--- src/rtl/xbar_id_tracker_if.sv ---
// Master-side crossbar tracker bus: AR/AW issue handshakes, R/B completions and W routing.
interface xbar_id_tracker_if #(
  parameter int unsigned ID_WIDTH   = 4,
  parameter int unsigned DEST_WIDTH = 1
);
  logic                  ar_valid;
  logic [ID_WIDTH-1:0]   ar_id;
  logic [DEST_WIDTH-1:0] ar_dest;
  logic                  ar_ready;
  logic                  ar_issue;

  logic                  aw_valid;
  logic [ID_WIDTH-1:0]   aw_id;
  logic [DEST_WIDTH-1:0] aw_dest;
  logic                  aw_ready;
  logic                  aw_issue;

  logic                  r_done;
  logic [ID_WIDTH-1:0]   r_done_id;
  logic                  b_done;
  logic [ID_WIDTH-1:0]   b_done_id;

  logic                  w_valid;
  logic                  w_last;
  logic                  w_ready;
  logic                  w_pop;
  logic [DEST_WIDTH-1:0] w_dest;
  logic                  w_route_valid;

  logic                  err;

  // Tracker side
  modport slave (
    input  ar_valid, ar_id, ar_dest, ar_ready,
    input  aw_valid, aw_id, aw_dest, aw_ready,
    input  r_done, r_done_id, b_done, b_done_id,
    input  w_valid, w_last, w_ready,
    output ar_issue, aw_issue, w_pop, w_dest, w_route_valid, err
  );

  // Request / FIFO side
  modport master (
    output ar_valid, ar_id, ar_dest, ar_ready,
    output aw_valid, aw_id, aw_dest, aw_ready,
    output r_done, r_done_id, b_done, b_done_id,
    output w_valid, w_last, w_ready,
    input  ar_issue, aw_issue, w_pop, w_dest, w_route_valid, err
  );
endinterface

--- src/rtl/xbar_id_tracker.sv ---
// Per-ID outstanding-transaction tracker with same-destination pipelining,
// plus an AW-destination queue that steers W beats in AW order.
module xbar_id_tracker #(
  parameter int unsigned ID_WIDTH        = 4,
  parameter int unsigned slaves          = 2,
  parameter int unsigned MAX_OUTSTANDING = 4,
  parameter int unsigned WQ_DEPTH        = 4
) (
  input  logic           ACLK,
  input  logic           ARESETn,
  xbar_id_tracker_if.slave bus
);

  localparam int unsigned DEST_W = (slaves > 1) ? $clog2(slaves) : 1;
  localparam int unsigned N_ID   = 1 << ID_WIDTH;
  localparam int unsigned CNT_W  = $clog2(MAX_OUTSTANDING + 1);
  localparam int unsigned IDX_W  = $clog2(WQ_DEPTH);
  localparam int unsigned PTR_W  = IDX_W + 1;

  localparam logic [CNT_W-1:0] CNT_MAX = CNT_W'(MAX_OUTSTANDING);
  localparam logic [CNT_W-1:0] CNT_ONE = CNT_W'(1);
  localparam logic [PTR_W-1:0] PTR_ONE = PTR_W'(1);

  logic [CNT_W-1:0]  ar_cnt [N_ID];
  logic [DEST_W-1:0] ar_tbl [N_ID];
  logic [CNT_W-1:0]  aw_cnt [N_ID];
  logic [DEST_W-1:0] aw_tbl [N_ID];

  logic [DEST_W-1:0] wq_mem [WQ_DEPTH];
  logic [PTR_W-1:0]  wq_wr;
  logic [PTR_W-1:0]  wq_rd;
  logic              err_q;

  logic [CNT_W-1:0]  ar_cnt_sel;
  logic [CNT_W-1:0]  aw_cnt_sel;
  logic              ar_allow;
  logic              aw_allow;
  logic              ar_go;
  logic              aw_go;
  logic              ar_done_ok;
  logic              ar_done_bad;
  logic              aw_done_ok;
  logic              aw_done_bad;
  logic              wq_empty;
  logic              wq_full;
  logic              wq_push;
  logic              wq_pop;
  logic              w_go;

  // A repeat ID may proceed only toward the slave it already has traffic with.
  assign ar_cnt_sel = ar_cnt[bus.ar_id];
  assign aw_cnt_sel = aw_cnt[bus.aw_id];
  assign ar_allow   = (ar_cnt_sel == '0) |
                      ((ar_tbl[bus.ar_id] == bus.ar_dest) & (ar_cnt_sel < CNT_MAX));
  assign aw_allow   = (aw_cnt_sel == '0) |
                      ((aw_tbl[bus.aw_id] == bus.aw_dest) & (aw_cnt_sel < CNT_MAX));

  assign ar_go = ARESETn & bus.ar_valid & bus.ar_ready & ar_allow;
  assign aw_go = ARESETn & bus.aw_valid & bus.aw_ready & aw_allow & ~wq_full;

  // Completions against an idle ID are flagged and otherwise ignored.
  assign ar_done_bad = bus.r_done & (ar_cnt[bus.r_done_id] == '0);
  assign ar_done_ok  = bus.r_done & ~ar_done_bad;
  assign aw_done_bad = bus.b_done & (aw_cnt[bus.b_done_id] == '0);
  assign aw_done_ok  = bus.b_done & ~aw_done_bad;

  assign wq_empty = (wq_wr == wq_rd);
  assign wq_full  = (wq_wr[IDX_W-1:0] == wq_rd[IDX_W-1:0]) & (wq_wr[IDX_W] != wq_rd[IDX_W]);
  assign w_go     = ARESETn & bus.w_valid & bus.w_ready & ~wq_empty;
  assign wq_push  = aw_go;
  assign wq_pop   = w_go & bus.w_last;

  assign bus.ar_issue      = ar_go;
  assign bus.aw_issue      = aw_go;
  assign bus.w_pop         = w_go;
  assign bus.w_route_valid = ARESETn & ~wq_empty;
  assign bus.w_dest        = (ARESETn & ~wq_empty) ? wq_mem[wq_rd[IDX_W-1:0]] : '0;
  assign bus.err           = ARESETn & err_q;

  // Read-side per-ID counters and destination table.
  always_ff @(posedge ACLK) begin
    if (!ARESETn) begin
      for (int i = 0; i < int'(N_ID); i++) begin
        ar_cnt[i] <= '0;
        ar_tbl[i] <= '0;
      end
    end else begin
      for (int i = 0; i < int'(N_ID); i++) begin
        if (ar_go && (bus.ar_id == ID_WIDTH'(i)) &&
            !(ar_done_ok && (bus.r_done_id == ID_WIDTH'(i)))) begin
          ar_cnt[i] <= ar_cnt[i] + CNT_ONE;
        end else if (ar_done_ok && (bus.r_done_id == ID_WIDTH'(i)) &&
                     !(ar_go && (bus.ar_id == ID_WIDTH'(i)))) begin
          ar_cnt[i] <= ar_cnt[i] - CNT_ONE;
        end
        if (ar_go && (bus.ar_id == ID_WIDTH'(i))) begin
          ar_tbl[i] <= bus.ar_dest;
        end
      end
    end
  end

  // Write-side per-ID counters and destination table.
  always_ff @(posedge ACLK) begin
    if (!ARESETn) begin
      for (int i = 0; i < int'(N_ID); i++) begin
        aw_cnt[i] <= '0;
        aw_tbl[i] <= '0;
      end
    end else begin
      for (int i = 0; i < int'(N_ID); i++) begin
        if (aw_go && (bus.aw_id == ID_WIDTH'(i)) &&
            !(aw_done_ok && (bus.b_done_id == ID_WIDTH'(i)))) begin
          aw_cnt[i] <= aw_cnt[i] + CNT_ONE;
        end else if (aw_done_ok && (bus.b_done_id == ID_WIDTH'(i)) &&
                     !(aw_go && (bus.aw_id == ID_WIDTH'(i)))) begin
          aw_cnt[i] <= aw_cnt[i] - CNT_ONE;
        end
        if (aw_go && (bus.aw_id == ID_WIDTH'(i))) begin
          aw_tbl[i] <= bus.aw_dest;
        end
      end
    end
  end

  // AW destination queue; the head advances only on the last W beat.
  always_ff @(posedge ACLK) begin
    if (!ARESETn) begin
      wq_wr <= '0;
      wq_rd <= '0;
      for (int i = 0; i < int'(WQ_DEPTH); i++) begin
        wq_mem[i] <= '0;
      end
    end else begin
      if (wq_push) begin
        wq_mem[wq_wr[IDX_W-1:0]] <= bus.aw_dest;
        wq_wr                    <= wq_wr + PTR_ONE;
      end
      if (wq_pop) begin
        wq_rd <= wq_rd + PTR_ONE;
      end
    end
  end

  always_ff @(posedge ACLK) begin
    if (!ARESETn) begin
      err_q <= 1'b0;
    end else if (ar_done_bad || aw_done_bad) begin
      err_q <= 1'b1;
    end
  end

endmodule

--- src/flat_wrapper.sv ---
// flat-port wrapper written by rule: the top's interface ports become plain ports
module xbar_id_tracker_flat 
#(
  parameter int unsigned ID_WIDTH        = 4,
  parameter int unsigned slaves          = 2,
  parameter int unsigned MAX_OUTSTANDING = 4,
  parameter int unsigned WQ_DEPTH        = 4
)
  (ACLK, ARESETn, bus_ar_valid, bus_ar_id, bus_ar_dest, bus_ar_ready, bus_aw_valid, bus_aw_id, bus_aw_dest, bus_aw_ready, bus_r_done, bus_r_done_id, bus_b_done, bus_b_done_id, bus_w_valid, bus_w_last, bus_w_ready, bus_ar_issue, bus_aw_issue, bus_w_pop, bus_w_dest, bus_w_route_valid, bus_err);
  xbar_id_tracker_if #(.ID_WIDTH(ID_WIDTH), .DEST_WIDTH((1))) bus_i ();
  input  logic ACLK;
  input  logic ARESETn;
  input wire logic [$bits(bus_i.ar_valid)-1:0] bus_ar_valid;
  input wire logic [$bits(bus_i.ar_id)-1:0] bus_ar_id;
  input wire logic [$bits(bus_i.ar_dest)-1:0] bus_ar_dest;
  input wire logic [$bits(bus_i.ar_ready)-1:0] bus_ar_ready;
  input wire logic [$bits(bus_i.aw_valid)-1:0] bus_aw_valid;
  input wire logic [$bits(bus_i.aw_id)-1:0] bus_aw_id;
  input wire logic [$bits(bus_i.aw_dest)-1:0] bus_aw_dest;
  input wire logic [$bits(bus_i.aw_ready)-1:0] bus_aw_ready;
  input wire logic [$bits(bus_i.r_done)-1:0] bus_r_done;
  input wire logic [$bits(bus_i.r_done_id)-1:0] bus_r_done_id;
  input wire logic [$bits(bus_i.b_done)-1:0] bus_b_done;
  input wire logic [$bits(bus_i.b_done_id)-1:0] bus_b_done_id;
  input wire logic [$bits(bus_i.w_valid)-1:0] bus_w_valid;
  input wire logic [$bits(bus_i.w_last)-1:0] bus_w_last;
  input wire logic [$bits(bus_i.w_ready)-1:0] bus_w_ready;
  output wire logic [$bits(bus_i.ar_issue)-1:0] bus_ar_issue;
  output wire logic [$bits(bus_i.aw_issue)-1:0] bus_aw_issue;
  output wire logic [$bits(bus_i.w_pop)-1:0] bus_w_pop;
  output wire logic [$bits(bus_i.w_dest)-1:0] bus_w_dest;
  output wire logic [$bits(bus_i.w_route_valid)-1:0] bus_w_route_valid;
  output wire logic [$bits(bus_i.err)-1:0] bus_err;
  assign bus_i.ar_valid = bus_ar_valid;
  assign bus_i.ar_id = bus_ar_id;
  assign bus_i.ar_dest = bus_ar_dest;
  assign bus_i.ar_ready = bus_ar_ready;
  assign bus_i.aw_valid = bus_aw_valid;
  assign bus_i.aw_id = bus_aw_id;
  assign bus_i.aw_dest = bus_aw_dest;
  assign bus_i.aw_ready = bus_aw_ready;
  assign bus_i.r_done = bus_r_done;
  assign bus_i.r_done_id = bus_r_done_id;
  assign bus_i.b_done = bus_b_done;
  assign bus_i.b_done_id = bus_b_done_id;
  assign bus_i.w_valid = bus_w_valid;
  assign bus_i.w_last = bus_w_last;
  assign bus_i.w_ready = bus_w_ready;
  assign bus_ar_issue = bus_i.ar_issue;
  assign bus_aw_issue = bus_i.aw_issue;
  assign bus_w_pop = bus_i.w_pop;
  assign bus_w_dest = bus_i.w_dest;
  assign bus_w_route_valid = bus_i.w_route_valid;
  assign bus_err = bus_i.err;
  xbar_id_tracker #(.ID_WIDTH(ID_WIDTH), .slaves(slaves), .MAX_OUTSTANDING(MAX_OUTSTANDING), .WQ_DEPTH(WQ_DEPTH)) u_core (.ACLK(ACLK), .ARESETn(ARESETn), .bus(bus_i));
endmodule
--- config.mk ---
export PLATFORM = sky130hd
export DESIGN_NAME = xbar_id_tracker_flat
export DESIGN_NICKNAME = d
export VERILOG_FILES = /design/src/rtl/xbar_id_tracker_if.sv /design/src/rtl/xbar_id_tracker.sv /design/src/flat_wrapper.sv
export SDC_FILE = /design/constraint.sdc
export NUM_CORES = 1
export LEC_CHECK = 0
export BUFFER_PORTS_ARGS = -buffer_cell sky130_fd_sc_hd__buf_4
export CAP_MARGIN = 0
export CORE_MARGIN = 2
export CORE_UTILIZATION = 50
export DETAILED_ROUTE_END_ITERATION = 16
export PLACE_DENSITY_LB_ADDON = 0.2
export SYNTH_ARGS = -nofsm -noshare
export SYNTH_HDL_FRONTEND = slang
export SYNTH_SLANG_ARGS = --single-unit
--- constraint.sdc ---
create_clock -name ACLK -period 4.3 [get_ports ACLK]
set_input_delay 0.215 -clock ACLK [delete_from_list [all_inputs] [get_ports ACLK]]
set_output_delay 0.215 -clock ACLK [all_outputs]
set_load 0.01 [all_outputs]
==> reports/qor.yml <==
run_status:
  outcome: "finished clean"
logic_synthesis:
  ys_top_cells_by_area: "edfxtp_1, dfxtp_1, fa_1"
  muxShareOfSynthArea_pct: 9.79
  synth_compound_area_share_pct: 8.90
  synthSimpleGateAreaFrac_pct: 23.4
  synthAdderAreaFrac_pct: 6.84
  synthFlopType: "edfxtp_1"
  synth_top_cell_by_area: "edfxtp_1"
  yosysTopAreaCellShare_pct: 33.8
  avgSynthCellArea_sq_um: 9.99
  ys_seq_area_share_pct: 39.8
  synth_edf_count: 111
  synth_cell_types: 83
  synth_xor_area_share_pct: 5.50
  yosys.cell_count.top_type: "edfxtp_1"
  synth_top_family_by_area: "simple AND/OR/NAND/NOR gates"
  synthTopCellsByCount: "edfxtp_1, nand2_1, inv_1"
  synth_cells: 988
  yosysWarnings: 0
  synth_nets: 1053
  synthArstFlopShare_pct: 0
  syn_area_sq_um: 9870
  synth.ff_latch_count: 141
worst_setup_path:
  crit_cells: 10
  crit_path_cell_trace: "nor3_1 > mux4_2 > o22ai_1 > o21ai_1 > or2_1 > or3_1 > fa_1 > xnor2_1 > or4_1 > a21boi_1"
  cp_slowest_cell: "mux4_2"
  cp_num_buf_inv: 0
  crit_path_start_kind: "flop"
  cp_data_required_time_ns: 4.58
  cpPeakStageDelay_ns: 0.49
  crit_family: "simple AND/OR/NAND/NOR gates"
  rr_worst_depth: 10
  arrival_ns: 3.77
  crit_path_end_kind: "flop"
  crit_fanout: 10
  setup.worst_path.class: "reg2reg"
routing:
  viasPerCell: 6.03
  wire_per_inst_um: 19.2
  drt_iter0_drc: 860
  first_pass_iters: 5
  drc: 0
  vias: 7671
  ant_nets: 0
  routed_wl_um: 24400
placed_design:
  gp_congestion: 0.905
  io_buffers: 34
  dp_hpwl_um: 18000
clock_tree:
  cts_tree: "done"
  clock-sinks: 141
  post_cts_buffers: 0
  cts_buffers: 17
  cts-root-buf: "clkbuf_16"
  postCtsHoldBufs: 0
  insertion_delay_ns: 0.43
  path_clk_slew_ns: 0.06
  max-clock-path-buffers: 2
  cts_resized: 0
  htree_levels: 4
die:
  initial_core_util_pct: 50.9
  die_y_um: 145
  die_w_um: 145
  rows: 51
  core-area_sq_um: 19400
  dieArea_sq_um: 20900
  io_pins: 35
power_and_ir_drop:
  ir_drop_uv: 302
  p_total_mw: 3.65
  p_per_area_nw_per_um2: 335
  power_leakage_nw: 4.02
layout:
  drive_above_1_share_pct: 12.3
  syn_to_final_growth_pct: 10.5
  n_fill_cell: 1718
  n_antenna_cell: 0
  nets: 1060
  multi_input_area_sq_um: 5380
  seq_area_sq_um: 3930
timing:
  finalCritPeriodShare_pct: 81.1
  finClkSkew_ns: 0.00731
  min_period_ns: 3.49
  worstMarginPinSlew_ns: 0.794
  rsz0062_at_grt: "false"
  max_freq_mhz: 287
  finalHoldViolations: 0
  timing.setup.tns_ns: 0
  slew_viol_final: 0
  slew_headroom_pct: 46.9
  setup_viol: 0
global_routing:
  grt_use_met1_pct: 37.1
  top_usage_layer: "met1"
  met3_usage_pct: 4.70
  grt_pass1_vias: 7318
  grt_use_met2_pct: 36.0
  grt_max_degree: 130
  grt_pass1_wl_um: 39200
  grt_usage_pct: 24.4
  antenna_found_initial: 0
  grt_overflow: 0
run:
  drv_cap: 0
min_path:
  hold_depth: 3
  min_path_type: "in2reg"
## worst min-delay path, cell delays in order
cell and delay (ns):
buf_4 0.12, nand3_1 0.07, a21boi_0 0.10
## report_power, final
group | switching, mW | leakage [nW] | internal, mW
Combinational | 0.304 | 2.33 | 0.191
Clock | 0.596 | 0.310 | 0.957
Sequential | 0.0595 | 1.39 | 1.55
Total | 0.959 | 4.02 | 2.69
## final cells by class
| class | count | area share, % |
|---|---|---|
| flip-flops and latches | 141 | 36.1 |
| multi-input cells | 713 | 49.3 |
| inverters | 79 | 2.72 |
| clock buffers | 26 | 5.46 |
| clock inverters | 6 | 0.356 |
| well taps | 265 | 3.04 |
| repair buffers | 43 | 3.07 |
## per-stage QoR
step | worst slack (ns) | hold WS (ns) | instances | cell area [sq um] | utilization, %
6_report | 0.811 | 0.135 | 1273 | 10900 | 56.2
5_1_grt | 0.621 | 0.163 | 1273 | 10900 | 56.2
4_1_cts | 0.883 | 0.132 | 1273 | 10900 | 56.2
3_5_place_dp | 0.676 | 0.461 | 1241 | 10300 | 53.0
3_3_place_gp | 0.728 | 0.452 | 1241 | 10300 | 53.0
2_1_floorplan | 1.20 | 0.403 | 988 | 9870 | -
## cells by family after synthesis
logic type,count (synthesis)
flip-flops,141
multiplexers,75
adder cells (fa/ha/maj),36
AO/OA/AOI/OAI,121
AND/OR/NAND/NOR,419
XOR/XNOR,62
buffers and inverters,134
## placed cells by master (no fill, tap or decap), types with 4 or more instances in the layout
cell       instances
nor2_1            33
a21o_1             5
nand3b_1           9
inv_1             76
nand2_1          105
nand4_1           24
clkbuf_16         22
o311ai_0           4
edfxtp_1         111
and2_1            15
a21oi_1           25
buf_4             42
nor4_1             5
and4_1             4
xor2_1            13
nand3_1           51
and3_1             9
o22ai_1            5
nor2b_1           41
nand2b_1          13
dfxtp_1           30
nor4_2             4
fa_1              30
a21boi_1           5
nor3_1            40
o31ai_1           17
ha_1               6
a31oi_1            9
nor3b_1           13
o21ai_0           11
mux4_2            17
or3_1             22
xnor2_1           49
mux2i_1           55
## registers in the layout (all words and copies together), names as in the netlist, named ones only
| name | cells |
|---|---|
| u_core.wq_rd | 3 |
| u_core.ar_tbl | 16 |
| u_core.wq_wr | 3 |
| u_core.aw_cnt | 48 |
| u_core.aw_tbl | 16 |
| u_core.wq_mem | 4 |
| u_core.err_q | 1 |
| u_core.ar_cnt | 48 |
## worst paths after layout
kind                                to                 from  slack [ns]
setup / recovery  u_core.ar_cnt[10][2]  u_core.ar_cnt[5][2]        0.81
hold / removal         u_core.wq_rd[1]           bus_w_last        0.13
setup reg to reg  u_core.ar_cnt[10][2]  u_core.ar_cnt[5][2]        0.81
hold reg to reg       u_core.wq_mem[0]     u_core.wq_mem[0]        0.47
## layer usage
| layer | part of all wire, % | vias to the layer above |
|---|---|---|
| met4 | 1.3 | 0 |
| li1 | - | 3587 |
| met2 | 44 | 311 |
| met1 | 47 | 3745 |
| met5 | 0 | - |
| met3 | 7.7 | 28 |
(Power assumes the default switching activity.)
